`src/rtl/riscv_pkg.sv`:
```
// rtl/riscv_pkg.sv - shared register-file widths and the writeback entry type
package riscv_pkg;

    localparam int XLEN   = 32;
    localparam int REG_AW = 5;

    typedef struct packed {
        logic [REG_AW-1:0] rd;
        logic [XLEN-1:0]   data;
    } wb_entry_t;

endpackage

```
`src/rtl/wb_lookup_match.sv`:
```
// rtl/wb_lookup_match.sv - youngest-match search over pending writeback entries
// Ports:
//   entries  - queue storage, physical slot order
//   valid    - per-slot occupancy mask
//   head     - slot index of the oldest queued entry
//   wb_entry - entry currently held in the write-port register
//   wb_valid - write-port register holds a live write
//   lk_addr  - register being looked up
//   hit      - a pending write to lk_addr exists
//   data     - value of the youngest such write, 0 when no hit
module wb_lookup_match
    import riscv_pkg::*;
#(
    parameter int DEPTH = 4
) (
    input  wb_entry_t [DEPTH-1:0]         entries,
    input  logic [DEPTH-1:0]              valid,
    input  logic [$clog2(DEPTH)-1:0]      head,
    input  wb_entry_t                     wb_entry,
    input  logic                          wb_valid,
    input  logic [REG_AW-1:0]             lk_addr,
    output logic                          hit,
    output logic [XLEN-1:0]               data
);

    localparam int PW = $clog2(DEPTH);

    logic [PW-1:0] idx;

    // Walk from oldest (write-port register) to youngest (tail side);
    // each later match overrides, so the youngest value wins.
    always_comb begin
        hit  = 1'b0;
        data = '0;
        idx  = '0;
        if (lk_addr != '0) begin
            if (wb_valid && wb_entry.rd == lk_addr) begin
                hit  = 1'b1;
                data = wb_entry.data;
            end
            for (int i = 0; i < DEPTH; i++) begin
                idx = head + PW'(i);
                if (valid[idx] && entries[idx].rd == lk_addr) begin
                    hit  = 1'b1;
                    data = entries[idx].data;
                end
            end
        end
    end

endmodule

```
`src/rtl/regfile_wb_buffer.sv`:
```
// rtl/regfile_wb_buffer.sv - dual-port writeback queue feeding the register-file write port
// Ports:
//   clk, srst             - clock, synchronous active-high reset
//   in0_valid/rd/data     - ALU result input, in0_ready handshake
//   in1_valid/rd/data     - load/multi-cycle result input, in1_ready handshake
//   wb_we/wb_addr/wb_data - registered register-file write port (WE3/A3/WD3)
//   lk_addr/lk_hit/lk_data- combinational pending-write lookup
//   count                 - queued entries, excluding the write-port register
module regfile_wb_buffer
    import riscv_pkg::*;
#(
    parameter int DEPTH = 4
) (
    input  logic                      clk,
    input  logic                      srst,
    input  logic                      in0_valid,
    input  logic [REG_AW-1:0]         in0_rd,
    input  logic [XLEN-1:0]           in0_data,
    output logic                      in0_ready,
    input  logic                      in1_valid,
    input  logic [REG_AW-1:0]         in1_rd,
    input  logic [XLEN-1:0]           in1_data,
    output logic                      in1_ready,
    output logic                      wb_we,
    output logic [REG_AW-1:0]         wb_addr,
    output logic [XLEN-1:0]           wb_data,
    input  logic [REG_AW-1:0]         lk_addr,
    output logic                      lk_hit,
    output logic [XLEN-1:0]           lk_data,
    output logic [$clog2(DEPTH):0]    count
);

    localparam int PW = $clog2(DEPTH);
    localparam int CW = PW + 1;

    wb_entry_t [DEPTH-1:0] mem;
    logic [PW-1:0]         rd_ptr;
    logic [PW-1:0]         wr_ptr;
    logic [CW-1:0]         count_q;
    logic                  pop;
    logic [CW:0]           free;
    logic                  push0;
    logic                  push1;
    logic [DEPTH-1:0]      slot_valid;
    logic [PW-1:0]         offs;
    logic                  match_hit;
    logic [XLEN-1:0]       match_data;

    assign count = count_q;
    assign pop   = (count_q != '0);

    // The head pops on the same edge that accepts new entries, so an occupied
    // queue offers one more slot than it visibly has.
    always_comb begin
        free      = (CW+1)'(DEPTH) - {1'b0, count_q} + {{CW{1'b0}}, pop};
        in0_ready = 1'b0;
        in1_ready = 1'b0;
        if (!srst) begin
            if (free >= (CW+1)'(2)) begin
                in0_ready = 1'b1;
                in1_ready = 1'b1;
            end else if (free == (CW+1)'(1)) begin
                in1_ready = 1'b1;
                in0_ready = !in1_valid;
            end
        end
    end

    // Writes to x0 complete the handshake but are discarded here.
    assign push1 = in1_valid && in1_ready && (in1_rd != '0);
    assign push0 = in0_valid && in0_ready && (in0_rd != '0);

    // Port 1 is the older of two same-cycle results, so it takes the lower slot.
    always_ff @(posedge clk) begin
        if (push1) mem[wr_ptr] <= '{rd: in1_rd, data: in1_data};
        if (push0) mem[wr_ptr + PW'(push1)] <= '{rd: in0_rd, data: in0_data};
    end

    always_ff @(posedge clk) begin
        if (srst) begin
            rd_ptr  <= '0;
            wr_ptr  <= '0;
            count_q <= '0;
            wb_we   <= 1'b0;
            wb_addr <= '0;
            wb_data <= '0;
        end else begin
            if (pop) begin
                wb_we   <= 1'b1;
                wb_addr <= mem[rd_ptr].rd;
                wb_data <= mem[rd_ptr].data;
                rd_ptr  <= rd_ptr + PW'(1);
            end else begin
                wb_we   <= 1'b0;
            end
            wr_ptr  <= wr_ptr + PW'(push0) + PW'(push1);
            count_q <= count_q + CW'(push0) + CW'(push1) - CW'(pop);
        end
    end

    // A slot is live when its distance from the head is below the fill level.
    always_comb begin
        offs = '0;
        for (int j = 0; j < DEPTH; j++) begin
            offs          = PW'(j) - rd_ptr;
            slot_valid[j] = ({1'b0, offs} < count_q);
        end
    end

    wb_lookup_match #(.DEPTH(DEPTH)) u_match (
        .entries  (mem),
        .valid    (slot_valid),
        .head     (rd_ptr),
        .wb_entry ('{rd: wb_addr, data: wb_data}),
        .wb_valid (wb_we),
        .lk_addr  (lk_addr),
        .hit      (match_hit),
        .data     (match_data)
    );

    assign lk_hit  = match_hit && !srst;
    assign lk_data = srst ? '0 : match_data;

endmodule

```
`config.mk`:
```
export PLATFORM = sky130hd
export DESIGN_NAME = regfile_wb_buffer
export DESIGN_NICKNAME = d
export VERILOG_FILES = /design/src/rtl/riscv_pkg.sv /design/src/rtl/wb_lookup_match.sv /design/src/rtl/regfile_wb_buffer.sv
export SDC_FILE = /design/constraint.sdc
export NUM_CORES = 1
export LEC_CHECK = 0
export BUFFER_PORTS_ARGS = -buffer_cell sky130_fd_sc_hd__buf_2
export CAP_MARGIN = 5
export CELL_PAD_IN_SITES_DETAIL_PLACEMENT = 0
export CELL_PAD_IN_SITES_GLOBAL_PLACEMENT = 2
export CORE_MARGIN = 2
export CORE_UTILIZATION = 36
export CTS_BUF_LIST = sky130_fd_sc_hd__clkbuf_8
export CTS_CLUSTER_SIZE = 20
export DETAILED_ROUTE_END_ITERATION = 12
export GPL_TIMING_DRIVEN = 0
export PLACE_DENSITY = 0.9
export SETUP_SLACK_MARGIN = 0.3
export SYNTH_ARGS = -nofsm -noshare
export SYNTH_HDL_FRONTEND = slang
export SYNTH_SLANG_ARGS = --single-unit
```
`constraint.sdc`:
```
create_clock -name clk -period 4.51 [get_ports clk]
set_clock_uncertainty 0.05 [all_clocks]
set_input_delay 0.902 -clock clk [delete_from_list [all_inputs] [get_ports clk]]
set_output_delay 0.902 -clock clk [all_outputs]
set_load 0.05 [all_outputs]
```
==> flow_metrics.env <==
export IMPL_crit_chain="buf_6 > buf_12 > xnor2_4 > inv_2 > ha_4 > nor2b_4 > o32ai_2 > o2111a_1 > mux2_4 > a21oi_4 > buf_12 > buf_4 > a221oi_1 > o31ai_2 > buf_6"
export IMPL_place_inst=2170
export IMPL_rows=68
export IMPL_synth_distinct_cells=52
export IMPL_p_switching_mw=6.667
export IMPL_cts_root_buf="clkbuf_8"
export IMPL_r2r_start="count[2]"
export IMPL_io_pins=159
export IMPL_multi_input_area_sq_um=9281
export IMPL_intPower_mw=6.205
export IMPL_irDropWorstVdd_mv=0.3802
export IMPL_worstSetupPathType="flop to output pin"
export IMPL_gpl_final_weighted_congestion=0.9057
export IMPL_synth_ff_type="dfxtp_1"
export IMPL_critPathMaxFanout=7
export IMPL_grt_ovfl_total=0
export IMPL_fin_total_pwr_mw=12.87
export IMPL_synth_warnings=0
export IMPL_synth_area_top_cells="dfxtp_1 (31%), mux2i_1 (18%), nand2_1 (8.7%)"
export IMPL_max_freq_mhz=220.9
export IMPL_hold_viol_final=0
export IMPL_die_w_um=190.9
export IMPL_grt_max_degree=17
export IMPL_drive_gt1_frac=0.3018
export IMPL_start_kind="flop"
export IMPL_r2r_slack_ns=0.51
export IMPL_worstPathRequired_ns=3.56
export IMPL_dp_slack_ns=-0.9753
export IMPL_final_common_cell="nand2_1"
export IMPL_syn_avg_cell_area_sq_um=8.050
export IMPL_dp_hpwl_mm=35.51
export IMPL_cts_tree="yes"
export IMPL_layout_common_cells="nand2_1 (291), mux2i_1 (223), o21ai_0 (214), dfxtp_1 (190), buf_2 (143)"
export IMPL_hold_path_end="wb_data[24]"
export IMPL_relSlewSlack=0.4733
export IMPL_ys_seq_area_frac=0.3073
export IMPL_fin_ws_ns=-0.01777
export IMPL_reg2reg_to="count[1]"
export IMPL_p_clk_frac=0.092
export IMPL_port_buffers=153
export IMPL_slew_violations=0
export IMPL_htreeDepth=4
export IMPL_final_setup_viol_count=4
export IMPL_critPathTopFamily="compound AO/OA/AOI/OAI gates"
export IMPL_min_delay_path_depth=2
export IMPL_maxCapViolations=0
export IMPL_avgRoutedWirePerCell_um=22.92
export IMPL_crit_arrival_ns=3.58
export IMPL_wl_mm=51.17
export IMPL_clkSlewWorstSetupHoldPaths_ns=0.10
export IMPL_min_period_ns=4.528
export IMPL_routed_via_density=5.766
export IMPL_critPathBufInv=6
export IMPL_fin_nets=1860
export IMPL_fillCellCount=3311
export IMPL_grt_pass1_wl_mm=76.58
export IMPL_synthesis_area_sq_um=12570
export IMPL_rsz0062_at_grt="true"
export IMPL_clkLatencyLatePin_ns=0.52
export IMPL_period_share=1.004
export IMPL_die_h_um=190.9
export IMPL_hold_start="wb_data[24]"
export IMPL_synth_top_area_frac=0.3073
export IMPL_outcome="finished, violations left"
export IMPL_slowest_stage="o31ai_2"
export IMPL_drc=0
export IMPL_min_path_type="flop to flop"
export IMPL_syn_inst=1562
export IMPL_whs_ns=0.4382
export IMPL_ant_nets=0
export IMPL_violations="negative setup slack"
export IMPL_powerDensity_nw_per_um2=775.1
export IMPL_drtIter0Drc=1275
export IMPL_cts_buffer_depth=2
export IMPL_layout_cells_non_filler=2232
export IMPL_p_leak_nw=5.960
export IMPL_syn_num_nets=1657
export IMPL_worstRegToRegCells=17
export IMPL_critPathMaxStageDelay_ns=0.38
export IMPL_numCtsBuffers=17
export IMPL_dr_pass1_iters=7
export IMPL_combinationalPowerShare=0.643
export IMPL_seq_area_sq_um=3867
export IMPL_grt_usage=0.2793
export IMPL_swShare=0.5179
export IMPL_ys_ff_latch=193
export IMPL_async_flop_share=0
export IMPL_syn2layout_area_growth_pct=32.07
export IMPL_critPathCaptureType="output pin"
export IMPL_start_util=0.3649
export IMPL_coreArea_sq_um=34460
export IMPL_cts_sinks=193
export IMPL_worst_slew_pin_slew_ns=0.7901
export IMPL_antenna_found_initial=1
export IMPL_synth_edf_count=0
export IMPL_seq_power_share=0.264
export IMPL_die_area_sq_um=36440
export IMPL_vias=12870
export IMPL_grt_pass1_vias=12600
export IMPL_tns_ns=-0.03703
export IMPL_yosys_area_top_type="dfxtp_1"
==> through the flow <==
stage               cell area (sq um)  utilization
floorplan                       13040            -
global placement                14380       0.4172
detailed placement              14380       0.4172
CTS                             16320       0.4736
global route                    16610       0.4820
finish                          16610       0.4820
==> power groups by stage <==
stage | combinational [mW] | sequential (mW) | clock (mW)
final | 8.28 | 3.40 | 1.19
after detailed placement | 7.12 | 3.33 | 0
after global routing | 8.93 | 3.49 | 1.25
after CTS | 7.99 | 3.36 | 1.19
after global placement | 7.01 | 3.30 | 0
after floorplan | 4.81 | 3.68 | 0
==> worst max-delay path by stage <==
stage,from,end,slack (ns),cells past startpoint
after floorplan,count[2],count[1],0.12,17
after global placement,count[2],mem[22],-0.89,17
after detailed placement,count[2],mem[16],-0.98,17
after CTS,rd_ptr[0],lk_data[8],0.04,16
after global routing,rd_ptr[0],lk_data[2],-0.09,16
final,rd_ptr[0],lk_data[31],-0.02,15
==> flip-flops by register name (all words and copies together), names as in the netlist <==
register  flops
wb_data      32
mem         148
count         3
wr_ptr        2
rd_ptr        2
wb_addr       5
wb_we         1
==> per-layer routing <==
| metal | track usage | vias to the layer above | share of wire | wire length, um |
|---|---|---|---|---|
| li1 | - | 5958 | - | - |
| met1 | 0.3804 | 6260 | 0.45 | 22960 |
| met2 | 0.4385 | 555 | 0.45 | 23050 |
| met3 | 0.04516 | 97 | 0.067 | 3409 |
| met4 | 0.1136 | 0 | 0.034 | 1749 |
| met5 | 0 | - | 0 | 0 |
==> timing repair <==
| action | in CTS | in global routing |
|---|---|---|
| cloned | 4 | 3 |
| setup endpoints to repair | 186 | 185 |
| setup buffers | 20 | 4 |
| resized for setup | 279 | 89 |
| hold buffers | 0 | 0 |
| pin swaps | 48 | 10 |
==> synth_stat cells (6+ instances only) <==
library cell  count
inv_1            10
nand2_1         291
a221oi_1         33
nor3_1            6
nor2_1          118
xnor2_1          20
a21oi_1         101
o21ai_0         214
a22oi_1          34
xor2_1           11
mux2_2           66
mux2i_1         224
mux4_2           10
dfxtp_1         193
buf_4            13
buf_1             7
buf_6            10
o31ai_1          32
ha_1              9
buf_2            35
clkbuf_1         75
==> cell type report <==
type | count | area share
timing repair buffer | 184 | 0.08378
clock buffer | 19 | 0.01575
sequential | 193 | 0.2329
multi-input combinational | 1218 | 0.5589
clock inverter | 11 | 0.006931
antenna | 1 | 0.0001507
buffer | 140 | 0.06449
tap | 455 | 0.03428
inverter | 11 | 0.002863
==> cells by family after synthesis <==
kind of cell,after synthesis,share of synthesized area
buffers and inverters,151,0.05841
and+or+nand+nor,445,0.1442
adders and majority gates,12,0.01373
muxes,301,0.2564
DFF,193,0.3073
xor gates and xnor gates,32,0.02289
AOI/OAI and AO/OA,428,0.1971
==> worst reg2reg max path: cells and delay by family (launching register included) <==
family / cells / cell delay, ns
flip-flops: 1 / 0.34
AND/OR/NAND/NOR: 3 / 0.62
buffers and inverters: 6 / 0.83
adder cells (fa/ha/maj): 5 / 1.40
AO/OA/AOI/OAI: 3 / 0.64
Note: power is estimated with default switching activity, not from simulation.
